**src/rtl/mem_arb_pkg.sv**
```systemverilog
`default_nettype none
// ============================================================================
//  Module  : mem_arb_pkg
//  Purpose : Shared types and constants for the RAM port arbiter.
//  Rev     : 1.0  initial release
// ============================================================================
package mem_arb_pkg;

  // Registered owner of the RAM port.
  typedef enum logic [1:0] {
    FREE     = 2'd0,
    LOCK_CPU = 2'd1,
    LOCK_DMA = 2'd2
  } owner_e;

  // Bit positions inside the grant vector.
  localparam int REQ_CPU = 0;
  localparam int REQ_DMA = 1;

  // Default geometry: 1K words of 12 bits.
  localparam int AMSB_DEF = 9;
  localparam int DMSB_DEF = 11;

endpackage
`default_nettype wire

```
**src/rtl/mem_port_arb_if.sv**
```systemverilog
`default_nettype none
// ============================================================================
//  Module  : mem_port_arb_if
//  Purpose : Requester and RAM-port bundle for the memory port arbiter.
//  Rev     : 1.0  initial release
// ============================================================================
interface mem_port_arb_if
  import mem_arb_pkg::*;
#(
  parameter int AMSB = AMSB_DEF,
  parameter int DMSB = DMSB_DEF
);
  // CPU requester
  logic          cpu_req;
  logic          cpu_we;
  logic          cpu_lock;
  logic [AMSB:0] cpu_addr;
  logic [DMSB:0] cpu_wdata;
  logic          cpu_gnt;
  logic          cpu_rvalid;
  logic [DMSB:0] cpu_rdata;
  // DMA / front-panel requester
  logic          dma_req;
  logic          dma_we;
  logic          dma_lock;
  logic [AMSB:0] dma_addr;
  logic [DMSB:0] dma_wdata;
  logic          dma_gnt;
  logic          dma_rvalid;
  logic [DMSB:0] dma_rdata;
  // RAM port
  logic          mem_wr;
  logic [AMSB:0] mem_ad;
  logic [DMSB:0] mem_din;
  logic [DMSB:0] mem_dout;

  // Arbiter side.
  modport slave (
    input  cpu_req, cpu_we, cpu_lock, cpu_addr, cpu_wdata,
    output cpu_gnt, cpu_rvalid, cpu_rdata,
    input  dma_req, dma_we, dma_lock, dma_addr, dma_wdata,
    output dma_gnt, dma_rvalid, dma_rdata,
    output mem_wr, mem_ad, mem_din,
    input  mem_dout
  );

  // Requesters plus RAM side.
  modport master (
    output cpu_req, cpu_we, cpu_lock, cpu_addr, cpu_wdata,
    input  cpu_gnt, cpu_rvalid, cpu_rdata,
    output dma_req, dma_we, dma_lock, dma_addr, dma_wdata,
    input  dma_gnt, dma_rvalid, dma_rdata,
    input  mem_wr, mem_ad, mem_din,
    output mem_dout
  );
endinterface
`default_nettype wire

```
**src/rtl/arb_age_ctr.sv**
```systemverilog
`default_nettype none
// ============================================================================
//  Module  : arb_age_ctr
//  Purpose : Saturating count of consecutive denied DMA request cycles.
//  Rev     : 1.0  initial release
// ============================================================================
module arb_age_ctr #(
  parameter int MAXWAIT = 4
) (
  input  logic clk,
  input  logic reset,
  input  logic inc,
  input  logic clr,
  output logic sat
);
  localparam int W = (MAXWAIT < 1) ? 1 : $clog2(MAXWAIT + 1);

  logic [W-1:0] cnt_q;

  assign sat = (cnt_q == W'(MAXWAIT));

  // Clear has priority over increment; count holds once saturated.
  always_ff @(posedge clk) begin
    if (reset) begin
      cnt_q <= '0;
    end else if (clr) begin
      cnt_q <= '0;
    end else if (inc && !sat) begin
      cnt_q <= cnt_q + W'(1);
    end
  end
endmodule
`default_nettype wire

```
**src/rtl/mem_port_arb.sv**
```systemverilog
`default_nettype none
// ============================================================================
//  Module  : mem_port_arb
//  Purpose : Shares one RAM port between CPU and DMA with lock and anti-
//            starvation aging; routes 1-cycle read data back to the reader.
//  Rev     : 1.0  initial release
// ============================================================================
module mem_port_arb
  import mem_arb_pkg::*;
#(
  parameter int AMSB    = AMSB_DEF,
  parameter int DMSB    = DMSB_DEF,
  parameter int MAXWAIT = 4
) (
  input  logic          clk,
  input  logic          reset,
  mem_port_arb_if.slave bus
);
  owner_e     state_q;
  owner_e     state_d;
  owner_e     owner;
  logic [1:0] gnt;
  logic       age_sat;
  logic       age_inc;
  logic       age_clr;
  logic       cpu_rv_q;
  logic       dma_rv_q;

  // A DMA request that is denied ages; any grant or idle DMA clears the age.
  assign age_inc = bus.dma_req && !gnt[REQ_DMA];
  assign age_clr = gnt[REQ_DMA] || !bus.dma_req;

  arb_age_ctr #(
    .MAXWAIT(MAXWAIT)
  ) u_age (
    .clk  (clk),
    .reset(reset),
    .inc  (age_inc),
    .clr  (age_clr),
    .sat  (age_sat)
  );

  // Resolve this cycle's owner, grant at most one requester, plan next owner.
  // A lock whose owner has dropped req is released in that same cycle.
  always_comb begin
    owner   = state_q;
    gnt     = 2'b00;
    state_d = FREE;
    if (state_q == LOCK_CPU && !bus.cpu_req) owner = FREE;
    if (state_q == LOCK_DMA && !bus.dma_req) owner = FREE;
    case (owner)
      LOCK_CPU: gnt[REQ_CPU] = 1'b1;
      LOCK_DMA: gnt[REQ_DMA] = 1'b1;
      default: begin
        if (bus.cpu_req && !(bus.dma_req && age_sat)) gnt[REQ_CPU] = 1'b1;
        else if (bus.dma_req)                         gnt[REQ_DMA] = 1'b1;
      end
    endcase
    if (reset) gnt = 2'b00;
    state_d = owner;
    if (gnt[REQ_CPU])      state_d = bus.cpu_lock ? LOCK_CPU : FREE;
    else if (gnt[REQ_DMA]) state_d = bus.dma_lock ? LOCK_DMA : FREE;
  end

  // Drive the RAM port from the granted requester, all zero when idle.
  always_comb begin
    bus.mem_wr  = 1'b0;
    bus.mem_ad  = {(AMSB+1){1'b0}};
    bus.mem_din = {(DMSB+1){1'b0}};
    if (gnt[REQ_CPU]) begin
      bus.mem_wr  = bus.cpu_we;
      bus.mem_ad  = bus.cpu_addr;
      bus.mem_din = bus.cpu_wdata;
    end else if (gnt[REQ_DMA]) begin
      bus.mem_wr  = bus.dma_we;
      bus.mem_ad  = bus.dma_addr;
      bus.mem_din = bus.dma_wdata;
    end
  end

  // Grant and read-return outputs; rvalid is masked while reset is held so a
  // read granted just before reset never reports data.
  always_comb begin
    bus.cpu_gnt    = gnt[REQ_CPU];
    bus.dma_gnt    = gnt[REQ_DMA];
    bus.cpu_rvalid = cpu_rv_q && !reset;
    bus.dma_rvalid = dma_rv_q && !reset;
    bus.cpu_rdata  = bus.mem_dout;
    bus.dma_rdata  = bus.mem_dout;
  end

  // Owner register and read-return tracking.
  always_ff @(posedge clk) begin
    if (reset) begin
      state_q  <= FREE;
      cpu_rv_q <= 1'b0;
      dma_rv_q <= 1'b0;
    end else begin
      state_q  <= state_d;
      cpu_rv_q <= gnt[REQ_CPU] && !bus.cpu_we;
      dma_rv_q <= gnt[REQ_DMA] && !bus.dma_we;
    end
  end
endmodule
`default_nettype wire

```
**src/flat_wrapper.sv**
```systemverilog
// flat-port wrapper written by rule: the top's interface ports become plain ports
module mem_port_arb_flat import mem_arb_pkg::*;
#(
  parameter int AMSB    = AMSB_DEF,
  parameter int DMSB    = DMSB_DEF,
  parameter int MAXWAIT = 4
)
  (clk, reset, bus_cpu_req, bus_cpu_we, bus_cpu_lock, bus_cpu_addr, bus_cpu_wdata, bus_cpu_gnt, bus_cpu_rvalid, bus_cpu_rdata, bus_dma_req, bus_dma_we, bus_dma_lock, bus_dma_addr, bus_dma_wdata, bus_dma_gnt, bus_dma_rvalid, bus_dma_rdata, bus_mem_wr, bus_mem_ad, bus_mem_din, bus_mem_dout);
  mem_port_arb_if #(.AMSB(AMSB), .DMSB(DMSB)) bus_i ();
  input  logic clk;
  input  logic reset;
  input wire logic [$bits(bus_i.cpu_req)-1:0] bus_cpu_req;
  input wire logic [$bits(bus_i.cpu_we)-1:0] bus_cpu_we;
  input wire logic [$bits(bus_i.cpu_lock)-1:0] bus_cpu_lock;
  input wire logic [$bits(bus_i.cpu_addr)-1:0] bus_cpu_addr;
  input wire logic [$bits(bus_i.cpu_wdata)-1:0] bus_cpu_wdata;
  output wire logic [$bits(bus_i.cpu_gnt)-1:0] bus_cpu_gnt;
  output wire logic [$bits(bus_i.cpu_rvalid)-1:0] bus_cpu_rvalid;
  output wire logic [$bits(bus_i.cpu_rdata)-1:0] bus_cpu_rdata;
  input wire logic [$bits(bus_i.dma_req)-1:0] bus_dma_req;
  input wire logic [$bits(bus_i.dma_we)-1:0] bus_dma_we;
  input wire logic [$bits(bus_i.dma_lock)-1:0] bus_dma_lock;
  input wire logic [$bits(bus_i.dma_addr)-1:0] bus_dma_addr;
  input wire logic [$bits(bus_i.dma_wdata)-1:0] bus_dma_wdata;
  output wire logic [$bits(bus_i.dma_gnt)-1:0] bus_dma_gnt;
  output wire logic [$bits(bus_i.dma_rvalid)-1:0] bus_dma_rvalid;
  output wire logic [$bits(bus_i.dma_rdata)-1:0] bus_dma_rdata;
  output wire logic [$bits(bus_i.mem_wr)-1:0] bus_mem_wr;
  output wire logic [$bits(bus_i.mem_ad)-1:0] bus_mem_ad;
  output wire logic [$bits(bus_i.mem_din)-1:0] bus_mem_din;
  input wire logic [$bits(bus_i.mem_dout)-1:0] bus_mem_dout;
  assign bus_i.cpu_req = bus_cpu_req;
  assign bus_i.cpu_we = bus_cpu_we;
  assign bus_i.cpu_lock = bus_cpu_lock;
  assign bus_i.cpu_addr = bus_cpu_addr;
  assign bus_i.cpu_wdata = bus_cpu_wdata;
  assign bus_cpu_gnt = bus_i.cpu_gnt;
  assign bus_cpu_rvalid = bus_i.cpu_rvalid;
  assign bus_cpu_rdata = bus_i.cpu_rdata;
  assign bus_i.dma_req = bus_dma_req;
  assign bus_i.dma_we = bus_dma_we;
  assign bus_i.dma_lock = bus_dma_lock;
  assign bus_i.dma_addr = bus_dma_addr;
  assign bus_i.dma_wdata = bus_dma_wdata;
  assign bus_dma_gnt = bus_i.dma_gnt;
  assign bus_dma_rvalid = bus_i.dma_rvalid;
  assign bus_dma_rdata = bus_i.dma_rdata;
  assign bus_mem_wr = bus_i.mem_wr;
  assign bus_mem_ad = bus_i.mem_ad;
  assign bus_mem_din = bus_i.mem_din;
  assign bus_i.mem_dout = bus_mem_dout;
  mem_port_arb #(.AMSB(AMSB), .DMSB(DMSB), .MAXWAIT(MAXWAIT)) u_core (.clk(clk), .reset(reset), .bus(bus_i));
endmodule
```
**config.mk**
```make
export PLATFORM = sky130hd
export DESIGN_NAME = mem_port_arb_flat
export DESIGN_NICKNAME = d
export VERILOG_FILES = /design/src/rtl/mem_arb_pkg.sv /design/src/rtl/mem_port_arb_if.sv /design/src/rtl/arb_age_ctr.sv /design/src/rtl/mem_port_arb.sv /design/src/flat_wrapper.sv
export SDC_FILE = /design/constraint.sdc
export NUM_CORES = 1
export LEC_CHECK = 0
export CAP_MARGIN = 40
export CELL_PAD_IN_SITES_DETAIL_PLACEMENT = 1
export CELL_PAD_IN_SITES_GLOBAL_PLACEMENT = 1
export CORE_ASPECT_RATIO = 1.5
export CORE_MARGIN = 1.5
export CORE_UTILIZATION = 47
export CTS_BUF_LIST = sky130_fd_sc_hd__clkbuf_8
export DETAILED_ROUTE_END_ITERATION = 10
export DONT_BUFFER_PORTS = 1
export HOLD_SLACK_MARGIN = 0.03
export MAX_ROUTING_LAYER = met4
export PLACE_DENSITY = 0.91
export SYNTH_ARGS = -nofsm -noshare
export SYNTH_HDL_FRONTEND = slang
export SYNTH_SLANG_ARGS = --single-unit
export TNS_END_PERCENT = 5
```
**constraint.sdc**
```tcl
create_clock -name clk -period 8.4 [get_ports clk]
set_clock_uncertainty 0.2 [all_clocks]
set_input_delay 1.68 -clock clk [delete_from_list [all_inputs] [get_ports clk]]
set_output_delay 1.68 -clock clk [all_outputs]
set_load 0.02 [all_outputs]
```
==> summary.txt <==
Route
  – Residual DRC: 0
  – 1st-pass router iterations: 4
  – Vias per Instance: between 6 and 7
  – Vias: around 1100
  – WL final: 3270 um
  – Iter 0 DRT Violations: 24
  – Drt wl/cell: between 20 and 25 um
  – Final ANT Viol Nets: 0

Timing
  – FMAX: ~180 MHz
  – Final period utilization: between 60% and 70%
  – RSZ-0062 raised after global routing: false
  – Setup violations, final: 0
  – Worst-margin pin slew: approximately 0.66 ns
  – Slew headroom: between 50% and 60%
  – Post-route setup slack: 2.70 ns
  – Fin crit period: roughly 5.7 ns
  – Final Hold Fails: 0
  – Setup TNS: 0 ns
  – Fin. max-slew vios: 0

Synth
  – Synth Area in Adders: between 3 and 4%
  – Compound-Gate Fraction of Synth Area: 31.3%
  – Synth Area in XOR/XNOR: 0.655%
  – Netlist cell types: 29
  – Mapped Nets: roughly 220
  – Largest family of logic cells by synthesized area: compound AO/OA/AOI/OAI gates
  – Synthesized area: 1340 sq um
  – Simple-gate share of the synthesized area: between 20% and 30%
  – Synth top area share: around 23%
  – Top cells by area, synth: o41ai_2 (23%), nand4b_1 (16%), buf_4 (13%)
  – Avg Cell Area, Syn: 8.57 sq um
  – Seq cells post-synth: 7
  – Mapped Cells: about 160
  – Sequential fraction of the synthesis area: a little over a tenth
  – Yosys warning total: 0
  – Mux share of post-synthesis cell area: under 10%
  – Largest area contributor in the netlist: o41ai_2

Power
  – Clock share of power: approximately 37%
  – Power Density: about 110 nW/um^2
  – Share of total power in combinational logic: 35.7%
  – Seq pwr share: 27.5%
  – Int Pwr: about 0.08 mW
  – Worst IR Drop VDD: about 0.044 mV
  – Net load switching power: approximately 0.047 mW
  – Sw Share: between 30% and 40%
  – Leakage: roughly 0.55 nW

CTS
  – CTS tree: yes
  – Worst skew pair latency: approximately 0.23 ns
  – CTS resizes: 0
  – CTS buffer count: 3
  – Clk pin slew, worst setup/hold paths: roughly 0.04 ns
  – Cts hold-fix bufs: 0
  – H-tree depth: 1
  – Postcts setup bufs: 0
  – CTS max path bufs: 2
  – Root Buffer: clkbuf_8
  – Sink Count: 7

Global routing
  – Number of global-route vias before repair: between 900 and 1000
  – Grt ovf: 0
  – First-pass GRT wire length: 4750 um
  – Antenna violations before repair: 0
  – GRT Total Usage: a little over a fifth
  – Largest net degree at the start of global routing: ~60

Final layout
  – Fill cells: 333
  – Layout Area Growth over Synthesis: -10.4%
  – # diodes: 0
  – Share of layout cells above drive strength 1: about a quarter
  – Count of nets after finishing: roughly 200

Worst setup path
  – Slowest-stage cell, CP: o41ai_2
  – Launch point of the worst reg-to-reg path: u_core.state_q[0]
  – Crit path kind: in -> out
  – Sum of buffers and inverters on the critical path: 2
  – CP endpoint kind: output port
  – Critical Path Source: bus_dma_req
  – Crit-path max FO: 25
  – CP max stage delay: ~0.57 ns
  – Critical Path RT: 6.52 ns
  – Top delay family on crit path: compound AO/OA/AOI/OAI gates
  – Crit path DAT: roughly 3.8 ns
  – CP Launch Type: primary input
  – Cell Chain, Critical Path: o21ai_0, inv_1, ha_1, nand4_1, buf_8, and2_4, o41ai_2

Min path
  – Worst hold path class: reg -> reg
  – Hold path start: u_core.u_age.cnt_q[1]

Floorplan
  – # rows: 23
  – Starting Density: about half
  – Die W: 46.5 um
  – Die Ht: a little under 70 um
  – Core area: between 2000 and 3000 sq um
  – Num ports: about 120
  – Die area: 3180 sq um

Run
  – Max_cap viols: 0

Place
  – Setup WS pre-CTS: ~2.7 ns
  – RePlAce Congestion: approximately 0.67
  – Placed wire-length estimate: about 2400 um
  – PortBufs: 0

Outcome
  – Status: complete, no violations
-- worst min-delay path, stage by stage (launching register included) --
cell and delay [ns]:
dfxtp_1 0.32, mux2i_1 0.13, nor4b_1 0.06
-- synth_stat cells (all sizes together) --
| library cell | n |
|---|---|
| nand4b | 24 |
| xnor2 | 1 |
| inv | 28 |
| a311o | 1 |
| o41ai | 24 |
| mux2 | 1 |
| a211oi | 1 |
| nand3b | 1 |
| ha | 4 |
| dfxtp | 7 |
| nand4 | 1 |
| nor3 | 2 |
| nand2 | 3 |
| a21boi | 1 |
| nand2b | 1 |
| o21a | 1 |
| clkbuf | 8 |
| nor2b | 2 |
| buf | 32 |
| and2 | 1 |
| o21ai | 4 |
| nor2 | 2 |
| o211ai | 1 |
| nor4b | 3 |
| mux2i | 2 |
-- state kept, by name (all words and copies together) (netlist names) --
signal and flops:
u_core.state_q 2, u_core.dma_rv_q 1, u_core.cpu_rv_q 1, u_core.u_age.cnt_q 3
-- final timing paths --
check                     endpoint  depth (start not counted)  slack (ns)
max reg2reg      u_core.state_q[0]                          7        5.96
min          u_core.u_age.cnt_q[1]                          2        0.37
max                 bus_mem_din[7]                          7        2.70
min reg2reg  u_core.u_age.cnt_q[1]                          2        0.37
-- per-stage QoR --
step	hold WS, ns	area [sq um]	utilization (%)	power, mW	instances
after global placement	0.343	1120	41.7	0.0785	154
final	0.370	1200	44.7	0.128	163
after floorplan	0.322	1340	-	0.0986	156
after global routing	0.436	1200	44.7	0.135	163
after detailed placement	0.368	1150	43.1	0.0818	159
after CTS	0.374	1200	44.7	0.129	163
-- logic make-up after synthesis --
kind of cell / count (synthesis)
compound gates: 33
xor+xnor: 1
fa+ha+maj: 4
buf+inv: 68
flops: 7
mux: 3
simple gates: 40
-- final cells by class --
| type | instances | area [sq um] | area share, % |
|---|---|---|---|
| Multi-Input combinational cell | 81 | 818 | 68.3 |
| Tap cell | 37 | 46.3 | 3.87 |
| Sequential cell | 7 | 140 | 11.7 |
| Clock inverter | 1 | 3.75 | 0.313 |
| Inverter | 28 | 105 | 8.78 |
| Timing Repair Buffer | 6 | 42.5 | 3.55 |
| Clock buffer | 3 | 41.3 | 3.45 |
-- power by group through the flow --
stage          Sequential, mW  Clock, mW  Combinational (mW)
6_report               0.0353     0.0473              0.0458
5_1_grt                0.0354     0.0506              0.0495
4_1_cts                0.0353     0.0479              0.0460
3_5_place_dp           0.0358          0              0.0459
3_3_place_gp           0.0357          0              0.0428
2_1_floorplan          0.0356          0              0.0630
-- per-layer routing --
layer  share of wire, %  GRT usage, %  up-vias
li1                   -             -      495
met1                 38          23.9      518
met2                 55          35.6       43
met3                5.9          2.90       10
met4                1.8          7.86        0
met5                  0             -        -
-- layout by cell type, fill, tap and decap left out, drive strengths merged --
cell	synthesis	final
o211ai	1	1
buf	32	6
dfxtp	7	7
nand4	1	1
o21a	1	1
xnor2	1	1
nor2	2	2
a311o	1	1
a21boi	1	1
inv	28	29
o41ai	24	24
nor2b	2	2
a211oi	1	1
nand2b	1	1
nand3b	1	1
and2	1	1
nor4b	3	3
o21ai	4	4
ha	4	4
mux2	1	1
mux2i	2	2
nand4b	24	24
nor3	2	2
clkbuf	8	3
nand2	3	3
Power figures use the tool's default switching activity.
